--- config.mk ---
export PLATFORM = sky130hd
export DESIGN_NAME = m_stage_lsu
export DESIGN_NICKNAME = d
export VERILOG_FILES = /design/src/rtl/m_stage_lsu_pkg.sv /design/src/rtl/m_stage_lsu_store_aligner.sv /design/src/rtl/m_stage_lsu.sv
export SDC_FILE = /design/constraint.sdc
export NUM_CORES = 1
export LEC_CHECK = 0
export ABC_AREA = 1
export CORE_MARGIN = 2
export CORE_UTILIZATION = 35
export CTS_CLUSTER_DIAMETER = 60
export CTS_CLUSTER_SIZE = 16
export DETAILED_ROUTE_END_ITERATION = 12
export PLACE_DENSITY_LB_ADDON = 0.12
export SETUP_SLACK_MARGIN = 0.3
export SLEW_MARGIN = 40
export SYNTH_ARGS = -nofsm -noshare
export SYNTH_HDL_FRONTEND = slang
export SYNTH_HIERARCHICAL = 1
export SYNTH_SLANG_ARGS = --single-unit
--- constraint.sdc ---
create_clock -name clk -period 2.6 [get_ports clk]
set_clock_uncertainty 0.05 [all_clocks]
set_input_delay 0.26 -clock clk [delete_from_list [all_inputs] [get_ports clk]]
set_output_delay 0.26 -clock clk [all_outputs]
set_load 0.03 [all_outputs]
--- src/rtl/m_stage_lsu_pkg.sv ---
// Shared enums for the memory stage: bus op kind, access width, LSU FSM state
// and the writeback control fields forwarded through the M->W register.
package HighLevelControl;

  // Stand-in for the XLEN default normally taken from parameters.svh.
  localparam int XLEN_DEFAULT = 32;

  typedef enum logic [1:0] {None, Load, Store} memOp;
  typedef enum logic [1:0] {Byte, Half, Word, Double} memWidth;
  typedef enum logic [1:0] {IDLE, WAIT, DRAIN} lsuState;
  typedef enum logic [1:0] {Compute, Memory, PcNext} resultSrc;
  typedef enum logic [2:0] {TruncNone, TruncB, TruncBU, TruncH, TruncHU, TruncW, TruncWU} truncType;

endpackage

--- src/rtl/m_stage_lsu_store_aligner.sv ---
// Combinational store lane steering: replicates store data across byte lanes,
// builds byte strobes and flags accesses that are misaligned or too wide.
module m_stage_lsu_store_aligner
  import HighLevelControl::*;
#(
  parameter int XLEN = XLEN_DEFAULT,
  parameter int OFFW = $clog2(XLEN/8)
) (
  input  memWidth           i_width,
  input  logic [OFFW-1:0]   i_offset,
  input  logic [XLEN-1:0]   i_data,
  output logic [XLEN-1:0]   o_wdata,
  output logic [XLEN/8-1:0] o_wstrb,
  output logic              o_misalign
);
  localparam int NB = XLEN/8;

  int w_nbytes;

  always_comb begin
    o_wdata    = '0;
    o_wstrb    = '0;
    w_nbytes   = 1 << i_width;
    // A width wider than the bus (Double on a 32-bit bus) is treated as misaligned.
    o_misalign = (w_nbytes > NB) || ((int'(i_offset) & (w_nbytes - 1)) != 0);
    for (int i = 0; i < NB; i++) begin
      o_wdata[8*i +: 8] = i_data[8*((i & (w_nbytes - 1)) & (NB - 1)) +: 8];
      o_wstrb[i]        = (i >= int'(i_offset)) && (i < int'(i_offset) + w_nbytes);
    end
  end

endmodule

--- src/rtl/m_stage_lsu.sv ---
// Memory-stage load/store unit: issues aligned data-bus requests, stalls until
// DAck, and registers the M->W pipeline state for writeback.
module m_stage_lsu
  import HighLevelControl::*;
#(
  parameter int XLEN = XLEN_DEFAULT,
  parameter int OFFW = $clog2(XLEN/8)
) (
  input  logic              clk,
  input  logic              reset_n,
  input  logic              Valid_M,
  input  logic              Flush_M,
  input  logic [XLEN-1:0]   ComputeResult_M,
  input  logic [XLEN-1:0]   WriteData_M,
  input  memOp              MemOp_M,
  input  memWidth           MemWidth_M,
  input  resultSrc          ResultSrc_M,
  input  truncType          TruncType_M,
  output logic              DReq,
  output logic              DWe,
  output logic [XLEN-1:0]   DAddr,
  output logic [XLEN-1:0]   DWData,
  output logic [XLEN/8-1:0] DWStrb,
  input  logic              DAck,
  input  logic [XLEN-1:0]   DRData,
  output logic              Stall_M,
  output logic              Valid_W,
  output logic [XLEN-1:0]   ComputeResult_W,
  output logic [XLEN-1:0]   MemReadData_W,
  output resultSrc          ResultSrc_W,
  output truncType          TruncType_W,
  output logic [OFFW-1:0]   TruncSrc_W,
  output logic              MisalignFault_W,
  output lsuState           o_state_dbg
);
  localparam int NB = XLEN/8;

  lsuState         r_state, w_state_nxt;
  logic [XLEN-1:0] r_addr, r_wdata, r_cres;
  logic [NB-1:0]   r_strb;
  logic            r_we;
  logic [OFFW-1:0] r_off;
  resultSrc        r_rsrc;
  truncType        r_trunc;

  logic [XLEN-1:0] w_al_wdata;
  logic [NB-1:0]   w_al_strb;
  logic            w_misalign, w_is_mem, w_mem_ok, w_busy, w_idle_req, w_latch;
  logic [OFFW-1:0] w_m_off;

  logic            w_wv, w_wfault;
  logic [XLEN-1:0] w_wcres, w_wrdata;
  resultSrc        w_wsrc;
  truncType        w_wtrunc;
  logic [OFFW-1:0] w_woff;

  m_stage_lsu_store_aligner #(.XLEN(XLEN), .OFFW(OFFW)) u_aligner (
    .i_width    (MemWidth_M),
    .i_offset   (w_m_off),
    .i_data     (WriteData_M),
    .o_wdata    (w_al_wdata),
    .o_wstrb    (w_al_strb),
    .o_misalign (w_misalign)
  );

  assign w_m_off     = ComputeResult_M[OFFW-1:0];
  assign w_is_mem    = Valid_M && (MemOp_M != None);
  assign w_mem_ok    = w_is_mem && !w_misalign;
  assign w_busy      = (r_state != IDLE);
  assign w_idle_req  = (r_state == IDLE) && w_mem_ok && !Flush_M;
  assign w_latch     = w_idle_req && !DAck;
  assign o_state_dbg = r_state;

  // Bus outputs: live M fields on the first cycle, latched fields afterwards.
  // DReq is gated by reset so the request drops the moment reset asserts.
  always_comb begin
    DReq   = (w_busy || w_idle_req) && reset_n;
    DWe    = 1'b0;
    DAddr  = '0;
    DWData = '0;
    DWStrb = '0;
    if (DReq) begin
      if (w_busy) begin
        DWe    = r_we;
        DAddr  = r_addr;
        DWData = r_wdata;
        DWStrb = r_strb;
      end else begin
        DWe    = (MemOp_M == Store);
        DAddr  = {ComputeResult_M[XLEN-1:OFFW], {OFFW{1'b0}}};
        DWData = w_al_wdata;
        DWStrb = w_al_strb;
      end
    end
    Stall_M = DReq && !DAck;
  end

  always_comb begin
    w_state_nxt = r_state;
    case (r_state)
      IDLE:    if (w_latch) w_state_nxt = WAIT;
      WAIT:    if (DAck) w_state_nxt = IDLE;
               else if (Flush_M) w_state_nxt = DRAIN;
      DRAIN:   if (DAck) w_state_nxt = IDLE;
      default: w_state_nxt = IDLE;
    endcase
  end

  always_ff @(posedge clk or negedge reset_n) begin
    if (!reset_n) begin
      r_state <= IDLE;
      r_we    <= 1'b0;
      r_addr  <= '0;
      r_wdata <= '0;
      r_strb  <= '0;
      r_off   <= '0;
      r_cres  <= '0;
      r_rsrc  <= Compute;
      r_trunc <= TruncNone;
    end else begin
      r_state <= w_state_nxt;
      if (w_latch) begin
        r_we    <= (MemOp_M == Store);
        r_addr  <= DAddr;
        r_wdata <= w_al_wdata;
        r_strb  <= w_al_strb;
        r_off   <= w_m_off;
        r_cres  <= ComputeResult_M;
        r_rsrc  <= ResultSrc_M;
        r_trunc <= TruncType_M;
      end
    end
  end

  // W next value; anything other than a completed or non-memory op is a bubble.
  always_comb begin
    w_wv     = 1'b0;
    w_wfault = 1'b0;
    w_wcres  = '0;
    w_wrdata = '0;
    w_wsrc   = Compute;
    w_wtrunc = TruncNone;
    w_woff   = '0;
    if (!Stall_M) begin
      if ((r_state == WAIT) && DAck && !Flush_M) begin
        w_wv     = 1'b1;
        w_wcres  = r_cres;
        w_wrdata = r_we ? '0 : DRData;
        w_wsrc   = r_rsrc;
        w_wtrunc = r_trunc;
        w_woff   = r_off;
      end else if ((r_state == IDLE) && Valid_M && !Flush_M) begin
        w_wv     = 1'b1;
        w_wcres  = ComputeResult_M;
        w_wsrc   = ResultSrc_M;
        w_wtrunc = TruncType_M;
        if (w_is_mem) begin
          w_woff   = w_m_off;
          w_wfault = w_misalign;
          if (!w_misalign && (MemOp_M == Load)) w_wrdata = DRData;
        end
      end
    end
  end

  always_ff @(posedge clk or negedge reset_n) begin
    if (!reset_n) begin
      Valid_W         <= 1'b0;
      MisalignFault_W <= 1'b0;
      ComputeResult_W <= '0;
      MemReadData_W   <= '0;
      ResultSrc_W     <= Compute;
      TruncType_W     <= TruncNone;
      TruncSrc_W      <= '0;
    end else begin
      Valid_W         <= w_wv;
      MisalignFault_W <= w_wfault;
      ComputeResult_W <= w_wcres;
      MemReadData_W   <= w_wrdata;
      ResultSrc_W     <= w_wsrc;
      TruncType_W     <= w_wtrunc;
      TruncSrc_W      <= w_woff;
    end
  end

endmodule

* Word-level counts from Yosys, hierarchy flattened *
Cells that the tools add are included.

word-level totals
  register bits after elaboration = 183
  memories = 0
  RAM bits = 0
  ROM bits = 0
  bits in latches = 0

cells by class
  $mul = 0
  mux-type cells = 39
  eq/ne operators = 7
  order comparisons = 8
  reduce and logical (&&, ||, !) cells = 25
  add/sub/neg operators = 2
  shift-type cells = 4
  div/mod/pow operators = 0
  bitwise gates (word level) = 1

operators by type and width
  cell                     count
  $mux W32                 13
  $lt A3 B32 Y1 const A    2
  $shiftx A32 B6 Y8        2
  $add A3 B32 Y32          1
  $and A3 B32 Y32          1
  $gt A32 B4 Y1 const B    1
  $lt A1 B32 Y1 const A    1
  $lt A2 B32 Y1 const A    1
  $reduce_bool A32 Y1      1
  $shiftx A32 B5 Y8        1
  $shl A1 B2 Y32 const A   1
  $sub A32 B2 Y32 const B  1
  $mux W2                  11
  $logic_and A1 B1 Y1      15
  $mux W1                  9
  $mux W3                  3
  $mux W4                  2
  $pmux W2 S3              1
  $eq A2 B1 Y1 const B     2
  $eq A2 B2 Y1 const B     2
  $ge A1 B2 Y1 const A     2
  $ne A2 B2 Y1 const B     2
  $reduce_bool A2 Y1       2
  $logic_not A1 Y1         3
  other kinds (5)          6

* Longest topological paths before layout *
Gate-level depths: netlist of the first run.

  word-level depth = 13
  mapped depth = 15
  gate-level depth less buffers = 14

* Cells and area by module *
Netlist of the first run, hierarchy kept.

by module, submodules not included
  module                     instances  area an instance (um2)  sequential area each (um2)  cells each
  m_stage_lsu                1          8923.6                  4529.3                      1201
  m_stage_lsu_store_aligner  1          559.3                   0.0                         113

* Least setup slack after synthesis of the first run *
OpenSTA, ideal clock, no wires.

  path type = input port to output port
  from = input port MemWidth_M[1]
  to = output port DAddr[10]
  stages on the path = 12
  arrival = 2295 ps
  required time = 2290 ps
  path buffers = 2
  path slack = -5 ps
  path through = buf_6 -> nor2_8 -> inv_4 -> ha_1 -> a21oi_1 -> o21ai_0 -> inv_1 -> nand2_1 -> nor2_1 -> nand3_2 -> clkbuf_1 -> a21boi_0

on the way
  word-level cells in the longest chain between the ends = 12

ends and longest elaborated chain
  element                              RTL line                         text
  start: declaration                   m_stage_lsu.sv:16                input memWidth MemWidth_M,
  $shl A1 B2 Y32 *                     m_stage_lsu_store_aligner.sv:23  w_nbytes = 1 << i_width;
  $sub A32 B2 Y32                      --
  $and A3 B32 Y32                      m_stage_lsu_store_aligner.sv:25  o_misalign = (w_nbytes > NB) || ((int'(i_offset) & (w_nbytes - 1)) != 0);
  $reduce_bool A32 Y1                  m_stage_lsu_store_aligner.sv:25
  $logic_or A1 B1 Y1 *                 m_stage_lsu_store_aligner.sv:25
  via w_misalign                       m_stage_lsu.sv:48                logic w_misalign, w_is_mem, w_mem_ok, w_busy, w_idle_req, w_latch;
  $logic_not A1 Y1 *                   m_stage_lsu.sv:68                assign w_mem_ok = w_is_mem && !w_misalign;
  $logic_and A1 B1 Y1 *                m_stage_lsu.sv:68
  $logic_and A1 B1 Y1 * (2 in series)  m_stage_lsu.sv:70                assign w_idle_req = (r_state == IDLE) && w_mem_ok && !Flush_M;
  $logic_or A1 B1 Y1 *                 m_stage_lsu.sv:77                DReq = (w_busy || w_idle_req) && reset_n;
  $logic_and A1 B1 Y1 *                m_stage_lsu.sv:77
  $mux W32 *                           m_stage_lsu.sv:82                if (DReq) begin
  end: declaration                     m_stage_lsu.sv:21                output logic [XLEN-1:0] DAddr,

The timed path passes the listed nets; every way through them passes the cells marked *.

* Worst setup path after layout of the first run *
  from = input port MemWidth_M[1]
  to = output port DWStrb[2]

RTL lines
  element              RTL line                         text
  $shl A1 B2 Y32       m_stage_lsu_store_aligner.sv:23
  $add A3 B32 Y32      m_stage_lsu_store_aligner.sv:28  o_wstrb[i] = (i >= int'(i_offset)) && (i < int'(i_offset) + w_nbytes);
  $lt A3 B32 Y1        m_stage_lsu_store_aligner.sv:28
  $logic_and A1 B1 Y1  m_stage_lsu_store_aligner.sv:28
  via w_al_strb[2]     m_stage_lsu.sv:47                logic [NB-1:0] w_al_strb;
  $mux W4              m_stage_lsu.sv:83                if (w_busy) begin
  $mux W4              m_stage_lsu.sv:82
  end: declaration     m_stage_lsu.sv:23                output logic [XLEN/8-1:0] DWStrb,

The timed path passes the listed nets, and every way through them passes these cells.

==> impl_metrics.toml, run 1 <==
[timing]
drv_slew = 0
rsz0062_at_grt = "true"
setup_ws_ns = 0.253
period_needed_ns = 2.35
hold_violations = 0
setup_viol = 0
fmax_ghz = 0.426
maxSlewHeadroom_pct = 54.8
worst_pin_slew_ns = 0.679
period_share_pct = 90.3

[placement]
place_ws_ns = -0.340
portBuffers = 255
dpl_cell_area_um2 = 12700
dp.cells = 1864
globalplace.congestion = 0.848
hpwl_mm = 19.4

[detailed_routing]
drt_iter0_markers = 641
antenna_left = 0
dr.pass1.iters = 5
viasPerCell = 4.80
wl_mm = 31.2
drc = 0
avgRoutedWirePerCell_um = 16.1
vias = 9299

[clock_tree]
clockBufferDepth = 2
clk_latency_ns = 0.43
cts-root-buf = "clkbuf_16"
cts_max_level = 4
cts.sinks = 181
path_clk_slew_ns = 0.08
numCtsBuffers = 17
cts_tree = "built"

[layout]
area_growth_pct = 50.3
most-common-layout-cells = "nand2_1 (333), dfrtp_1 (180), clkdlybuf4s50_1 (178), inv_1 (152)"
layout-drive-gt1-share_pct = 19.3
final_nets = 1696
instances_no_fill = 1937
fin_util_pct = 53.2
nFillCells = 2567
postLayoutCellArea_um2 = 14200
final_common_cell = "nand2_1"

[setup_path]
crit_arrival_ns = 2.04
start_kind = "input port"
critPathMaxFanout = 3
worstSetupEndpointType = "output pin"
path_class = "in2out"
worstPathRequired_ns = 2.29

[die]
die_h_um = 169
dieWidth_um = 169
ios = 256
die_area_um2 = 28400
coreArea_um2 = 26800
rows = 60
start_util_pct = 35.4

[flow_run]
cap_viol_max_count = 0

[yosys]
yosysSeqAreaShare_pct = 47.8
synth_area_um2 = 9480
netlist_instances = 1314
syn_nets = 1428
yosys_warnings = 6
ys_ff_latch = 181
synth_cell_type_count = 28
syn_avg_cell_area_um2 = 7.22

[pwr]
p_leak_uw = 0.00706
ir_drop_v = 0.000322
power_density_nw_per_um2 = 763

[grt]
antenna_found_initial = 1
grt_pass1_vias = 8989
grt_usage_pct = 21.3
grt_max_degree = 82
grt_pass1_wl_mm = 48.3
globalRouteOverflowTotal = 0

[worst_hold_path]
min-delay-path-class = "in2async"

[run_status]
outcome = "complete, no violations"
==> final timing paths <==
| path | from | endpoint | slack, ns | cells after the start |
|---|---|---|---|---|
| hold / removal | reset_n | MemReadData_W[3]$_DFF_PN0_ | 0.18 | 2 |
| setup reg to reg | o_state_dbg[1]$_DFFE_PN0P_ | r_cres[26]$_DFFE_PN0P_ | 0.28 | 15 |
| setup / recovery | MemWidth_M[1] | DWStrb[2] | 0.25 | 16 |
| hold reg to reg | r_addr[31]$_DFFE_PN0P_ | r_addr[31]$_DFFE_PN0P_ | 0.43 | 2 |
| min in group clk | ComputeResult_M[0] | r_cres[0]$_DFFE_PN0P_ | 0.28 | 4 |
| max in group asynchronous | reset_n | r_addr[13]$_DFFE_PN0P_ | 1.06 | 4 |
==> state kept, by name (all words and copies together) (netlist names) <==
name,flops
TruncSrc_W,2
Valid_W,1
r_cres,32
r_trunc,3
ResultSrc_W,2
r_addr,32
MemReadData_W,32
o_state_dbg,2
r_wdata,32
r_strb,4
r_we,1
TruncType_W,3
MisalignFault_W,1
ComputeResult_W,32
r_rsrc,2
==> critical path, stage by stage <==
cell and delay, ns:
buf_8 0.11, nor2_8 0.12, buf_4 0.12, ha_4 0.12
inv_1 0.04, fa_2 0.53, inv_1 0.04, nand2_1 0.05
nand3_1 0.09, nand2_1 0.08, inv_1 0.04, inv_1 0.05
nor2_1 0.05, a21oi_2 0.16, nor2_4 0.04, buf_6 0.13
==> cells in the mapped netlist <==
| master | count | area [um^2] |
|---|---|---|
| nand3_1 | 70 | 350 |
| ha_1 | 3 | 37.5 |
| inv_1 | 155 | 582 |
| nand2_2 | 2 | 12.5 |
| a21oi_4 | 1 | 16.3 |
| inv_2 | 6 | 22.5 |
| nand3_2 | 2 | 20.0 |
| buf_1 | 1 | 3.75 |
| nor4_1 | 1 | 6.26 |
| nor2_1 | 198 | 743 |
| nand3b_1 | 1 | 7.51 |
| buf_2 | 44 | 220 |
| buf_6 | 1 | 11.3 |
| nand4_1 | 1 | 6.26 |
| a21oi_1 | 38 | 190 |
| inv_4 | 1 | 6.26 |
| buf_4 | 9 | 67.6 |
| nor2_8 | 1 | 20.0 |
| a31oi_1 | 8 | 50.1 |
| or2_2 | 2 | 12.5 |
| dfrtp_1 | 181 | 4530 |
| a21boi_0 | 30 | 225 |
| nand2_1 | 337 | 1260 |
| fa_1 | 1 | 20.0 |
| o21ai_0 | 178 | 891 |
| nor2_4 | 1 | 11.3 |
| nor3_1 | 1 | 5.00 |
| clkbuf_1 | 40 | 150 |
==> metrics by stage <==
| stage | power [uW] | hold WS [ns] | TNS (ns) |
|---|---|---|---|
| 2_1_floorplan | 6200 | -0.0856 | 0 |
| 3_3_place_gp | 7700 | 0.0647 | -15.18 |
| 3_5_place_dp | 7760 | 0.0668 | -20.79 |
| 4_1_cts | 10800 | 0.161 | 0 |
| 5_1_grt | 11500 | 0.166 | 0 |
| 6_report | 10900 | 0.176 | 0 |
==> logic make-up after synthesis <==
kind of cell	after synthesis	share of synthesized area, %
flip-flops	181	47.8
adder cells (fa/ha/maj)	4	0.607
AO/OA/AOI/OAI	255	14.5
buffers and inverters	257	11.2
AND/OR/NAND/NOR	617	25.9
==> report_power, final <==
| part | total, uW | internal [uW] | switching [uW] | leakage [uW] |
|---|---|---|---|---|
| clock | 2710 | 1390 | 1320 | 0.000299 |
| combinational | 4300 | 1700 | 2590 | 0.00435 |
| sequential | 3860 | 3520 | 346 | 0.00241 |
==> routing by layer <==
metal	part of all wire, %	vias up	wire [um]	GRT usage [%]
met3	5.4	27	1690	4.14
met4	1.3	0	412	5.51
met2	47	245	14600	34.4
met5	0	-	0	0
li1	-	4617	-	-
met1	46	4410	14500	29.5
==> area by class of cell <==
class	count	area [um^2]	area share, %
clock buffers	17	425	2.99
repair buffers	344	3690	25.9
well taps	341	427	2.99
flip-flops and latches	181	4530	31.8
inverters	162	613	4.30
diodes	1	2.50	0.0176
multi-input cells	876	4380	30.7
clock inverters	15	183	1.28
==> what timing repair did <==
| item | in CTS | in global routing |
|---|---|---|
| gates resized for setup | 69 | 110 |
| setup buffers | 20 | 10 |
| pin swaps | 9 | 12 |
| gates cloned | 3 | 6 |
| hold buffers | 1 | 0 |
| endpoints found under the hold margin | 38 | 0 |
| endpoints found under the setup margin | 92 | 205 |
Power figures use the tool's default switching activity.
==> run 2: changes to the inputs <==
--- a/config.mk
+++ b/config.mk
@@ -11,6 +11,7 @@
 export CTS_CLUSTER_DIAMETER = 60
 export CTS_CLUSTER_SIZE = 16
 export DETAILED_ROUTE_END_ITERATION = 12
+export MAX_ROUTING_LAYER = met4
 export PLACE_DENSITY_LB_ADDON = 0.12
 export SETUP_SLACK_MARGIN = 0.3
 export SLEW_MARGIN = 40
==> run 2 against run 1 <==
  * Flip-flop and latch count unchanged
  * Sequential power about the same
  * Non-clock buffer count increased by 16
  * Critical path type unchanged
  * Largest cell class unchanged
==> impl_metrics.toml, run 2 (synthesis gave the netlist of run 1 again) <==
[pwr]
p_leak_uw = 0.00724
ir_drop_v = 0.000332
power_density_nw_per_um2 = 753

[setup_path]
worstPathRequired_ns = 2.29
crit_arrival_ns = 2.03
cp_cell_sequence = "buf_8 -> nor2_8 -> buf_6 -> ha_4 -> inv_2 -> fa_2 -> nand3_2 -> nor2_1 -> nor2_1 -> inv_1 -> nor2_2 -> a21oi_2 -> nor2_2 -> buf_6"
start_kind = "input port"
slowest_stage = "fa_2"
crit_buf_inv = 5
worstSetupEndpointType = "output pin"
path_class = "in2out"
critPathTopFamily = "adder cells"
critPathMaxFanout = 3
worst-r2r-cell-count = 17
critPathMaxStageDelay_ns = 0.56
critical_path_depth = 14

[layout]
layout-drive-gt1-share_pct = 21.0
fin_util_pct = 54.6
final_nets = 1712
most-common-layout-cells = "nand2_1 (326), dfrtp_1 (180), clkdlybuf4s50_1 (178), inv_1 (148), nor2_1 (143)"
final_common_cell = "nand2_1"
area_growth_pct = 54.3

[grt]
grt_max_degree = 82
globalRouteOverflowTotal = 0
grt_pass1_wl_mm = 48.2
grt_usage_pct = 21.9
grt_pass1_vias = 8988
antenna_found_initial = 1

[run_status]
outcome = "complete, no violations"

[detailed_routing]
avgRoutedWirePerCell_um = 16.8
wl_mm = 32.8
wl_met3_mm = 2.00
antenna_left = 0
wl_met1_mm = 14.9
drt_iter0_markers = 629
dr.pass1.iters = 5
viasPerCell = 4.86
wl_met2_mm = 15.4
vias = 9501
top_layer = "met4"
drc = 0

[die]
die_area_um2 = 28400
die_h_um = 169
ios = 256
start_util_pct = 35.4
rows = 60
coreArea_um2 = 26800
dieWidth_um = 169

[clock_tree]
path_clk_slew_ns = 0.08
clockBufferDepth = 2
numCtsBuffers = 17
clk_latency_ns = 0.43
cts_max_level = 4
cts.sinks = 181
cts_tree = "built"
cts-root-buf = "clkbuf_16"

[flow_run]
cap_viol_max_count = 0

[placement]
globalplace.congestion = 0.861
hpwl_mm = 19.4
portBuffers = 255
place_ws_ns = -0.340

[worst_hold_path]
min-delay-path-class = "in2async"

[timing]
hold_violations = 0
fmax_ghz = 0.428
worst_pin_slew_ns = 0.665
period_share_pct = 89.9
whs_ns = 0.175
setup_viol = 0
period_needed_ns = 2.34
rsz0062_at_grt = "true"
maxSlewHeadroom_pct = 55.7
drv_slew = 0
setup_ws_ns = 0.263
## run 2: changes by cell type in the layout (fill, tap and decap cells not counted), sizes merged
cell / before / now
dlygate4sd2: 1 / 0
buf: 154 / 164
clkbuf: 24 / 30
clkdlybuf4s15: 0 / 1
## run 2: where the power goes
group	leakage, uW	switching, uW	total (uW)	internal, uW
sequential	0.00241	349	3870	3520
combinational	0.00453	2650	4430	1780
clock	0.000299	1330	2720	1390
## run 2: path summary, 6_finish.rpt
check / slack, ns / start / end
setup / recovery: 0.26 / MemWidth_M[1] / DWStrb[1]
min in group clk: 0.25 / ComputeResult_M[0] / r_cres[0]$_DFFE_PN0P_
setup reg to reg: 0.31 / o_state_dbg[0]$_DFFE_PN0P_ / r_addr[12]$_DFFE_PN0P_
hold / removal: 0.18 / reset_n / MemReadData_W[3]$_DFF_PN0_
hold reg to reg: 0.43 / r_addr[2]$_DFFE_PN0P_ / r_addr[2]$_DFFE_PN0P_
max in group asynchronous: 1.06 / reset_n / ComputeResult_W[25]$_DFF_PN0_
## run 2: worst reg2reg max path, cell delays in order (launching register included)
cell and delay [ns]:
dfrtp_1 0.36, inv_2 0.07, nand2_8 0.10, nor2_4 0.04, buf_4 0.12, buf_4 0.12
buf_4 0.12, buf_4 0.12, buf_4 0.12, buf_4 0.12, buf_6 0.10, buf_6 0.11
nand3_4 0.08, buf_6 0.16, inv_2 0.08, buf_6 0.16, nand3_1 0.09, nand2_1 0.05
## run 2: per-layer routing
| metal | track usage (%) | vias to the layer above |
|---|---|---|
| li1 | - | 4664 |
| met1 | 29.9 | 4492 |
| met2 | 34.4 | 305 |
| met3 | 3.55 | 40 |
| met4 | 5.51 | 0 |
| met5 | - | - |
## run 2: layout make-up
cell class                      instances  area [um^2]
Antenna cell                            1         2.50
Clock buffer                           17          425
Clock inverter                         15          183
Fill cell                            2521        12200
Inverter                              162          616
Multi-Input combinational cell        876         4420
Sequential cell                       181         4530
Tap cell                              341          427
Timing Repair Buffer                  360         4030
## run 2: stage by stage
stage | total power (uW) | TNS (ns) | cell area [um^2] | cells
2_1_floorplan | 6200 | 0 | 9620 | 1314
3_3_place_gp | 7700 | -15.18 | 12700 | 1864
3_5_place_dp | 7760 | -20.79 | 12700 | 1864
4_1_cts | 10800 | 0 | 13700 | 1920
5_1_grt | 11600 | 0 | 14600 | 1953
6_report | 11000 | 0 | 14600 | 1953
## run 2: timing repair
action | 4_1_cts | 5_1_grt
endpoints found under the setup margin | 92 | 205
pin swaps | 9 | 27
gates resized for setup | 69 | 176
hold buffers | 1 | 0
endpoints found under the hold margin | 38 | 0
setup buffers | 20 | 14
cloned | 3 | 18
==> run 3: changes to the inputs <==
--- a/config.mk
+++ b/config.mk
@@ -17,5 +17,4 @@
 export SLEW_MARGIN = 40
 export SYNTH_ARGS = -nofsm -noshare
 export SYNTH_HDL_FRONTEND = slang
-export SYNTH_HIERARCHICAL = 1
 export SYNTH_SLANG_ARGS = --single-unit
==> run 3 against run 2 <==
  * Total power is 30% lower
  * First-iteration DRC count is 12% higher
  * Combinational power is 64% lower
  * Global-route usage is 0.34 points lower
  * Final cell count is 5.5% lower
  * Register-to-register slack better by 0.17 ns
  * Synthesized area is 2.5% lower
  * Largest power group is now sequential cells
  * Highest routed layer unchanged
  * Sequential power is 11% lower
==> impl_metrics.toml, run 3 <==
[die]
start_util_pct = 35.6
rows = 59
die_area_um2 = 27700
die_h_um = 167
dieWidth_um = 167
coreArea_um2 = 26000
ios = 256

[setup_path]
worstSetupEndpointType = "output pin"
worst-r2r-cell-count = 11
regToRegSetupSlack_ns = 0.48
rr_endpoint = "ComputeResult_W[20]$_DFF_PN0_"
crit_arrival_ns = 2.04
critPathMaxFanout = 6
worstPathRequired_ns = 2.29
path_class = "reg2out"
reg2reg_from = "o_state_dbg[0]$_DFFE_PN0P_"
start_kind = "flip-flop"

[detailed_routing]
vias = 8849
antenna_left = 0
dr.pass1.iters = 5
wl_mm = 29.5
drt_iter0_markers = 705
drc = 0
viasPerCell = 4.79
avgRoutedWirePerCell_um = 16.0

[layout]
most-common-layout-cells = "nand2_1 (421), dfrtp_1 (180), clkdlybuf4s50_1 (179), inv_1 (137), a21oi_1 (99)"
final_common_cell = "nand2_1"
fin_util_pct = 53.3
layout-drive-gt1-share_pct = 19.4
nFillCells = 2419
final_nets = 1611
area_growth_pct = 49.6

[grt]
grt_max_degree = 67
grt_pass1_wl_mm = 46.7
grt_usage_pct = 21.6
grt_pass1_vias = 8521
antenna_found_initial = 1
globalRouteOverflowTotal = 0

[timing]
fmax_ghz = 0.425
finalSetupTns_ns = 0
period_needed_ns = 2.35
worst_pin_slew_ns = 0.752
whs_ns = 0.237
drv_slew = 0
period_share_pct = 90.5
maxSlewHeadroom_pct = 49.8
hold_violations = 0
rsz0062_at_grt = "true"
setup_viol = 0

[yosys]
ys_ff_latch = 181
synthArstFlopShare_pct = 100
yosysSeqAreaShare_pct = 49.0
synth_area_um2 = 9250
synth_top_area_share_pct = 49.0
synthTopCellsByArea = "dfrtp_1 (49%), nand2_1 (17%), a21oi_1 (7.0%)"
synthTopCellsByCount = "nand2_1 (431), dfrtp_1 (181), inv_1 (147)"
yosys_warnings = 0
synth_cell_type_count = 30
syn_nets = 1347
synth.most_common_cell = "nand2_1"
synth_top_area_cell = "dfrtp_1"
synth_ff_type = "dfrtp_1"
syn_avg_cell_area_um2 = 7.50
synth_edf_count = 0
netlist_instances = 1233

[clock_tree]
path_clk_slew_ns = 0.07
cts-root-buf = "clkbuf_16"
cts.sinks = 181
cts_tree = "built"
cts_max_level = 4
numCtsBuffers = 17
clockBufferDepth = 2
clk_latency_ns = 0.43

[pwr]
power_density_nw_per_um2 = 559
ir_drop_v = 0.000355
p_leak_uw = 0.00677

[worst_hold_path]
min-delay-path-class = "in2reg"
hold_depth = 4
min-delay-start = "ComputeResult_M[0]"
hold_end = "r_cres[0]$_DFFE_PN0P_"

[placement]
hpwl_mm = 19.0
globalplace.congestion = 0.834
portBuffers = 255

[flow_run]
cap_viol_max_count = 0

[run_status]
outcome = "complete, no violations"
==> run 3: cell count changes after synthesis, sizes merged, moves of 8 or more <==
cell	change
a21oi	+90
nand2	+94
inv	-10
o2111ai	+30
o21ai	-66
or2	+16
a31oi	-8
nor2	-139
nand3	-50
a21boi	-28
buf	-8
==> run 3: stage by stage <==
stage          area (um^2)  total power, uW  instances  setup slack [ns]
5_1_grt              13800             8180       1846             0.167
3_5_place_dp         12300             4940       1782            -0.142
2_1_floorplan         9410             4330       1233             0.291
6_report             13800             7740       1846             0.247
4_1_cts              13500             7770       1836             0.179
3_3_place_gp         12300             4920       1782           -0.0863
==> run 3: final cells by class <==
cell class / count / area, um^2 / share of cell area, %
sequential: 181 / 4530 / 32.7
multi-input combinational: 816 / 4270 / 30.8
timing repair buffer: 329 / 3430 / 24.8
inverter: 152 / 576 / 4.16
clock buffer: 19 / 453 / 3.27
tap: 335 / 419 / 3.03
clock inverter: 13 / 160 / 1.16
antenna: 1 / 2.50 / 0.0181
==> run 3: worst max-delay path by stage <==
stage                               start                       to  slack (ns)  depth (start not counted)
2_1_floorplan               MemWidth_M[1]                DAddr[10]        0.29                         10
3_3_place_gp                MemWidth_M[1]  r_wdata[16]$_DFFE_PN0P_       -0.09                         14
3_5_place_dp                MemWidth_M[1]  r_wdata[21]$_DFFE_PN0P_       -0.14                         13
4_1_cts        o_state_dbg[1]$_DFFE_PN0P_                DWData[0]        0.18                          6
5_1_grt        o_state_dbg[0]$_DFFE_PN0P_                DAddr[14]        0.17                          8
6_report       o_state_dbg[0]$_DFFE_PN0P_                DAddr[14]        0.25                          8
==> run 3: cell families after synthesis <==
family          share of synthesized area, %
flops                                   49.0
fa+ha+maj                              0.622
simple gates                            23.1
buf+inv                                 11.1
compound gates                          16.2
==> run 3: routing by layer <==
metal | up-vias | track usage, % | part of all wire, %
met5 | - | - | 0
met2 | 272 | 33.6 | 47
met1 | 4139 | 29.1 | 45
li1 | 4407 | - | -
met3 | 31 | 4.35 | 6.0
met4 | 0 | 5.43 | 1.6
==> run 3: what timing repair did <==
action / 4_1_cts / 5_1_grt
buffers inserted: 17 / 8
setup endpoints to repair: 69 / 79
hold buffers: 2 / 0
resized for setup: 81 / 76
pin swaps: 8 / 16
endpoints found under the hold margin: 29 / 0
gates cloned: 3 / 1
==> run 3: report_power, final <==
group          internal, uW  switching, uW  total [uW]
clock                  1430           1260        2690
combinational           676            912        1590
sequential             3260            208        3460
==> run 3: critical path, stage by stage, from the launching register on <==
cell and delay (ns):
dfrtp_2 0.44, nor2_4 0.16, nand3_4 0.10, nor2_4 0.14, o21ai_4 0.15, buf_6 0.19
buf_12 0.15, a21oi_4 0.14, buf_6 0.15
